### src/rtl/uart_arb_pkg.sv
// Shared types and helpers for the UART TX stream arbiter and its round-robin picker.
package uart_arb_pkg;

    typedef enum logic [1:0] {
        ST_IDLE   = 2'd0,
        ST_HEADER = 2'd1,
        ST_DATA   = 2'd2
    } arb_state_e;

    localparam int unsigned DEFAULT_HDR_BASE = 32'hA0;

    // Ceiling log2 usable in parameter expressions; clog2(1) = 0.
    function automatic int unsigned clog2(input int unsigned v);
        int unsigned r;
        r = 0;
        for (int unsigned i = 0; i < 32; i++) begin
            if ((64'd1 << i) < 64'(v)) r = i + 1;
        end
        return r;
    endfunction

endpackage

### src/rtl/uart_rr_pick.sv
// Combinational round-robin finder: first eligible index after last_owner, with wrap.
import uart_arb_pkg::*;

module uart_rr_pick #(
    parameter int unsigned N_REQ = 4,
    parameter int unsigned IDX_W = clog2(N_REQ)
) (
    input  logic [N_REQ-1:0] eligible_i,
    input  logic [IDX_W-1:0] last_owner_i,
    output logic [IDX_W-1:0] winner_o,
    output logic             found_o
);

    logic [2*N_REQ-1:0] doubled;
    logic [N_REQ-1:0]   rotated;

    // Rotate so bit 0 is the requester right after the last owner.
    always_comb begin
        doubled  = {eligible_i, eligible_i};
        rotated  = N_REQ'(doubled >> (32'(last_owner_i) + 32'd1));
        winner_o = '0;
        found_o  = 1'b0;
        for (int k = int'(N_REQ) - 1; k >= 0; k--) begin
            if (rotated[k]) begin
                found_o  = 1'b1;
                winner_o = IDX_W'((32'(last_owner_i) + 32'd1 + 32'(k)) % N_REQ);
            end
        end
    end

endmodule

### src/rtl/uart_tx_stream_arbiter.sv
// Packet-locked round-robin arbiter sharing one AXI-stream UART TX among N_REQ requesters.
import uart_arb_pkg::*;

module uart_tx_stream_arbiter #(
    parameter int unsigned N_REQ       = 4,
    parameter int unsigned DATA_BIT    = 8,
    parameter bit          HEADER_EN   = 1'b1,
    parameter int unsigned HDR_BASE    = DEFAULT_HDR_BASE,
    parameter int unsigned MAX_PKT_LEN = 64
) (
    input  logic                      aclk,
    input  logic                      aresetn,
    input  logic [N_REQ*DATA_BIT-1:0] s_axis_tdata,
    input  logic [N_REQ-1:0]          s_axis_tvalid,
    input  logic [N_REQ-1:0]          s_axis_tlast,
    output logic [N_REQ-1:0]          s_axis_tready,
    output logic [DATA_BIT-1:0]       m_axis_tdata,
    output logic                      m_axis_tvalid,
    input  logic                      m_axis_tready,
    input  logic [N_REQ-1:0]          req_mask,
    output logic [N_REQ-1:0]          grant,
    output logic                      busy,
    output logic [N_REQ-1:0]          trunc_err,
    input  logic [N_REQ-1:0]          err_clr
);

    localparam int unsigned IDX_W = clog2(N_REQ);
    localparam int unsigned CNT_W = clog2(MAX_PKT_LEN) + 1;

    arb_state_e          state_q, state_d;
    logic [IDX_W-1:0]    idx_q, idx_d;
    logic [IDX_W-1:0]    last_q, last_d;
    logic [N_REQ-1:0]    grant_q, grant_d;
    logic [CNT_W-1:0]    cnt_q, cnt_d;
    logic [N_REQ-1:0]    trunc_q, trunc_d;
    logic [N_REQ-1:0]    trunc_set;

    logic [DATA_BIT-1:0] req_data [N_REQ];
    logic [DATA_BIT-1:0] sel_data;
    logic [DATA_BIT-1:0] hdr_word;
    logic                sel_valid;
    logic                sel_last;
    logic [IDX_W-1:0]    pick_idx;
    logic                pick_found;

    for (genvar g = 0; g < N_REQ; g++) begin : g_unpack
        assign req_data[g] = s_axis_tdata[g*DATA_BIT +: DATA_BIT];
    end

    assign sel_data  = req_data[idx_q];
    assign sel_valid = s_axis_tvalid[idx_q];
    assign sel_last  = s_axis_tlast[idx_q];
    assign hdr_word  = DATA_BIT'(HDR_BASE + 32'(idx_q));

    uart_rr_pick #(
        .N_REQ (N_REQ),
        .IDX_W (IDX_W)
    ) u_pick (
        .eligible_i   (s_axis_tvalid & req_mask),
        .last_owner_i (last_q),
        .winner_o     (pick_idx),
        .found_o      (pick_found)
    );

    // Output mux: header from owner index, payload passed straight through.
    always_comb begin
        m_axis_tvalid = 1'b0;
        m_axis_tdata  = '0;
        s_axis_tready = '0;
        case (state_q)
            ST_HEADER: begin
                m_axis_tvalid = 1'b1;
                m_axis_tdata  = hdr_word;
            end
            ST_DATA: begin
                m_axis_tvalid = sel_valid;
                m_axis_tdata  = sel_data;
                s_axis_tready = N_REQ'(m_axis_tready) << idx_q;
            end
            default: ;
        endcase
    end

    always_comb begin
        state_d   = state_q;
        idx_d     = idx_q;
        last_d    = last_q;
        grant_d   = grant_q;
        cnt_d     = cnt_q;
        trunc_set = '0;
        case (state_q)
            ST_IDLE: begin
                if (pick_found) begin
                    idx_d   = pick_idx;
                    grant_d = N_REQ'(1) << pick_idx;
                    state_d = HEADER_EN ? ST_HEADER : ST_DATA;
                end
            end
            ST_HEADER: begin
                if (m_axis_tready) state_d = ST_DATA;
            end
            ST_DATA: begin
                if (sel_valid && m_axis_tready) begin
                    cnt_d = cnt_q + CNT_W'(1);
                    // Packet ends on tlast or when the length budget is spent.
                    if (sel_last || (cnt_q == CNT_W'(MAX_PKT_LEN - 1))) begin
                        state_d = ST_IDLE;
                        last_d  = idx_q;
                        grant_d = '0;
                        cnt_d   = '0;
                        if (!sel_last) trunc_set = N_REQ'(1) << idx_q;
                    end
                end
            end
            default: state_d = ST_IDLE;
        endcase
        trunc_d = (trunc_q & ~err_clr) | trunc_set;
    end

    always_ff @(posedge aclk or negedge aresetn) begin
        if (!aresetn) begin
            state_q <= ST_IDLE;
            idx_q   <= '0;
            last_q  <= IDX_W'(N_REQ - 1);
            grant_q <= '0;
            cnt_q   <= '0;
            trunc_q <= '0;
        end else begin
            state_q <= state_d;
            idx_q   <= idx_d;
            last_q  <= last_d;
            grant_q <= grant_d;
            cnt_q   <= cnt_d;
            trunc_q <= trunc_d;
        end
    end

    assign grant     = grant_q;
    assign busy      = (state_q != ST_IDLE);
    assign trunc_err = trunc_q;

endmodule

### config.mk
export PLATFORM = sky130hd
export DESIGN_NAME = uart_tx_stream_arbiter
export DESIGN_NICKNAME = d
export VERILOG_FILES = /design/src/rtl/uart_arb_pkg.sv /design/src/rtl/uart_rr_pick.sv /design/src/rtl/uart_tx_stream_arbiter.sv
export SDC_FILE = /design/constraint.sdc
export NUM_CORES = 1
export LEC_CHECK = 0
export ABC_CLOCK_PERIOD_IN_PS = 2800
export CAP_MARGIN = 20
export CORE_ASPECT_RATIO = 0.9
export CORE_UTILIZATION = 40
export CTS_CLUSTER_SIZE = 16
export DETAILED_ROUTE_END_ITERATION = 6
export PLACE_DENSITY = 0.8
export SETUP_SLACK_MARGIN = 0.15
export SLEW_MARGIN = 15
export SYNTH_ARGS = -nofsm -noshare
export SYNTH_HDL_FRONTEND = slang
export SYNTH_SLANG_ARGS = --single-unit
### constraint.sdc
create_clock -name aclk -period 2.8 [get_ports aclk]
set_input_delay 0.28 -clock aclk [delete_from_list [all_inputs] [get_ports aclk]]
set_output_delay 0.28 -clock aclk [all_outputs]
set_load 0.005 [all_outputs]
After elaboration in Yosys (flattened, before gate mapping)
Cells that the tools add are included.
- $add $sub $neg: 6
- magnitude comparators: 2
- eq/ne operators: 7
- shift operators: 4
- mux-type cells: 32
- bitwise gates (word level): 5
- reductions and logical operators: 10
- operator list (cell ; number):
    two-way mux 4 bit ; 8
    binary-select mux 8 bit (select 2 bit) ; 1
    two-way mux 2 bit ; 8
    two-way mux 8 bit ; 2
    case mux 8 bit (2 select lines) ; 1
    adder 8 x 2 -> 8 bit (first input constant) ; 1
    AND 4 bit ; 2
    != test 2 bit (second input constant) ; 4
    case mux 4 bit (2 select lines) ; 1
    AND reduction 4 bit ; 2
    << shifter 1 x 2 -> 4 bit (first input constant) ; 2
    >> shifter 8 x 3 -> 4 bit ; 1
    adder 7 x 1 -> 7 bit (second input constant) ; 1
    equality test 7 x 6 -> 1 bit (second input constant) ; 1
    two-way mux 7 bit ; 1
    two-way mux 1 bit ; 6
    case mux 2 bit (3 select lines) ; 1
    adder 2 bit (second input constant) ; 2
    binary-select mux 1 bit (select 2 bit) ; 2
    NOT 4 bit ; 1
    bitwise OR 4 bit ; 1
    AND reduction 2 bit ; 2
    nonzero test 2 bit ; 2
    << shifter 1 x 2 -> 4 bit ; 1
    12 further kinds ; 12
- flip-flop bits (word level): 21
- output and inout bits: 22
- logic and storage cells: 72

Logic depth before layout (Yosys ltp)
- depth after elaboration: 9
- gate-level depth with buffers: 6
- gate-level depth less buffers: 6

Hierarchy
A second synthesis with hierarchy kept.
- cell total of the unflattened synthesis: 160
- area total of the unflattened synthesis: 1646.6 sq um
- modules (own cells, without submodules) (module ; times used ; cells an instance ; area each (sq um) ; sequential area each (sq um)):
    uart_tx_stream_arbiter ; 1 ; 146 ; 1560.2 ; 528.0
    uart_rr_pick ; 1 ; 14 ; 86.3 ; 0.0

Worst setup path after synthesis
Ideal clock, no wire load.
- path kind: register -> register
- from: reg idx_q[0]
- to: reg last_q[1]
- arrival time: 1.850 ns
- data required time: 2.718 ns
- setup slack: 0.868 ns
- cell stages (with the launch flop): 7
- clock period less this slack: 1.932 ns
- cell sequence: dfrtp_1 > buf_6 > mux4_2 > a41oi_4 > or2_1 > buf_4 > mux2_2
- longest elaborated chain between the ends: 4
- RTL lines (item ; RTL line ; source):
    start: declaration ; uart_tx_stream_arbiter.sv:31 ; logic [IDX_W-1:0] idx_q, idx_d;
    start signal: assignment ; uart_tx_stream_arbiter.sv:130 ; idx_q <= idx_d;
    binary-select mux 1 bit (select 2 bit) (on tied branches) ; uart_tx_stream_arbiter.sv:51, uart_tx_stream_arbiter.sv:52 ;
    two-way mux 1 bit (on tied branches) ; uart_tx_stream_arbiter.sv:51, uart_tx_stream_arbiter.sv:52 ;
    logical AND 1 bit / logical OR 1 bit (equally long branches) ; uart_tx_stream_arbiter.sv:103, uart_tx_stream_arbiter.sv:106 ;
    AND reduction 3 bit (no source line) * ; -- ;
    end signal: assignment ; uart_tx_stream_arbiter.sv:124 ; last_q <= IDX_W'(N_REQ - 1);
    end signal: assignment ; uart_tx_stream_arbiter.sv:131 ; last_q <= last_d;
    end: declaration ; uart_tx_stream_arbiter.sv:32 ; logic [IDX_W-1:0] last_q, last_d;
Mark *: on every way between the ends. The rest lies on a longest branch, timed or not. The select of a mux whose other input is x is not followed.
A chain may end at the register's enable or synchronous reset.

Worst setup path in the final report
- from: reg idx_q[1]
- to: out m_axis_tvalid
- longest elaborated chain between the ends: 3
- RTL lines (item ; RTL line ; source):
    binary-select mux 1 bit (select 2 bit) ; uart_tx_stream_arbiter.sv:51 ; assign sel_valid = s_axis_tvalid[idx_q];
    two-way mux 1 bit (not written as such) ; uart_tx_stream_arbiter.sv:51 ;
    case mux 1 bit (2 select lines) ; uart_tx_stream_arbiter.sv:70 ; case (state_q)
    end: declaration ; uart_tx_stream_arbiter.sv:18 ; output logic m_axis_tvalid,
No other way between the ends. The select of a mux whose other input is x is not followed.

==> reports/metrics.cfg <==
[outcome]
outcome = finished, final reports clean

[hold_path]
hp-class = flop to flop

[floorplanning]
fp.coreArea_um2 = 3500
fp.dieH_um = 60.5
start_util_pct = 43.4
die-area_um2 = 4050
io-pin-count = 73
rows = 20
die_w_um = 67.0

[sta]
min_period_ns = 2.43
skew_ns = 0.00344
finalMaxSlewViolations = 0
fmax_ghz = 0.412
holdWs_ns = 0.517
rsz0062_at_grt = no
slew_headroom_pct = 35.6
setup_violations = 0
tightest_slew_ns = 0.964
fin_crit_sh_pct = 86.7
fin_ws_ns = 0.372
hold_viol_final = 0
tns_ns = 0

[critical_path]
worstPathRequired_ns = 2.52
crit_path_max_fanout = 18
crit_family = flip-flops
cp_cell_sequence = mux4_2, a21oi_1, nor2b_1, clkdlybuf4s50_1
max_stage_delay_ns = 0.77
worst_setup_path_start_kind = flop
cp_num_buf_inv = 1
crit_arrival_ns = 2.15
crit_type = flop to output pin
r2r_slack_ns = 0.55
cp-end-kind = output pin
slowest_stage = dfrtp_1

[route]
ant_nets = 0
dr.pass1.iters = 6
dr_total_vias = 1507
routed_wl_mm = 4.35
drt_iter0_drc = 62
drc = 0
avgViaCountPerCell = 5.67
wl_per_cell_um = 16.3

[power]
p_leak_nw = 0.898
total_power_mw = 1.72
ir_drop_mv = 0.416
powerDensity_nw_per_um2 = 740

[yosys]
synth_ff_type = dfrtp_1
syn_area_um2 = 1520
synth_cell_types = 42
ys_warn_count = 0
postSynthCellCount = 151
synth_edf_count = 0
syn_area_per_cell_um2 = 10.1
synth_top_area_share_pct = 31.3
synth.most_common_cell = dfrtp_1
synthTopCellsByArea = dfrtp_1, mux4_2, ha_1
seq_area_frac_synth_pct = 34.7
syn_nets = 207
synthTopCellsByCount = dfrtp_1, nand2_1, mux4_2
ys_ff_latch = 21
synth_top_area_cell = dfrtp_1
async_flop_share_pct = 100

[place]
dpl_cell_area_um2 = 2270
globalplace.congestion = 0.818
place_hpwl_mm = 3.47
io_buffers = 72
post-place-ws_ns = 0.337
post-place-cells = 262

[clock_network]
ctsResizeCount = 1
cts_tree = built
clk_path_buf_depth = 2
insertion_delay_ns = 0.27
clkTransAtPathRegs_ns = 0.08
post-cts-setup-buffers = 0
cts.sinks = 21
h-tree-depth = 1
cts_root_buffer = clkbuf_8
ctsHoldBuffers = 0
cts_buffers = 3

[cells_and_area]
final_cell_area_um2 = 2320
drive_above_1_share_pct = 10.4
antenna_cells = 0
instances_no_fill = 266
area.growth.synth_to_final_pct = 52.5
layout.nets = 279
post-route-util_pct = 66.2

[global_routing]
grt_pass1_vias = 1556
grt_start_max_net_pins = 22
track_usage_pct = 24.5
overflow = 0
antenna_found_initial = 0
grt_pass1_wl_mm = 7.49

[job]
cap_violations = 0

worst paths after layout:
kind	end	startpoint	cells after the start
worst min-delay path	cnt_q[1]$_DFFE_PN0P_	cnt_q[1]$_DFFE_PN0P_	2
min in group asynchronous	state_q[1]$_DFFE_PN0P_	aresetn	1
worst max register to register	last_q[1]$_DFFE_PN1P_	idx_q[1]$_DFFE_PN0P_	4
max in group asynchronous	idx_q[0]$_DFFE_PN0P_	aresetn	1
worst min register to register	cnt_q[1]$_DFFE_PN0P_	cnt_q[1]$_DFFE_PN0P_	2
worst max-delay path	m_axis_tvalid	idx_q[1]$_DFFE_PN0P_	4
kinds of logic after synthesis:
group           after synthesis  synth area share (%)
compound gates               39                  19.1
fa+ha+maj                     5                  4.11
buf+inv                      16                  4.85
mux                          15                  18.4
flops                        21                  34.7
simple gates                 55                  18.8
worst reg2reg max path, stage by stage (launching register included):
cell	delay [ns]
dfrtp_1	0.77
mux4_2	0.48
a41oi_4	0.30
or2_1	0.28
mux2_2	0.36
power breakdown:
part           internal (mW)  switching [mW]
sequential             0.408           0.146
clock                 0.0994           0.108
combinational          0.562           0.394
total                   1.07           0.648
per-layer routing:
metal	up-vias	track usage (%)	routed length [um]
li1	708	-	-
met3	4	6.58	217
met2	57	40.0	2110
met1	738	33.1	1990
met4	0	3.95	31
met5	-	0	0
registers in the layout (all words and copies together), names as in the netlist:
register   flops
cnt_q          7
trunc_err      4
state_q        2
idx_q          2
grant          4
last_q         2
layout by cell type (no fill, tap or decap), types with 3 or more instances in the layout:
cell,Yosys,routed
o21ai_0,9,9
and2_1,3,3
nand3_1,5,5
a22o_1,3,3
nand2b_1,6,6
a21oi_1,4,4
ha_1,5,5
nor2_1,7,7
and3_1,6,6
inv_1,9,9
nor2b_1,6,6
clkdlybuf4s50_1,0,72
mux2_2,3,3
o32ai_1,6,6
mux4_2,10,10
o22ai_1,3,3
nand2_1,14,14
dfrtp_1,19,18
nor3_1,3,3
clkbuf_8,0,3
cell type report:
class,instances,area (um2)
inverter,9,33.8
tap,44,55.1
multi-input combinational,114,920
fill,291,1180
clock buffer,3,41.3
clock inverter,1,5.00
timing repair buffer,74,736
sequential,21,529
No activity file was read; power rests on OpenSTA's default activity.
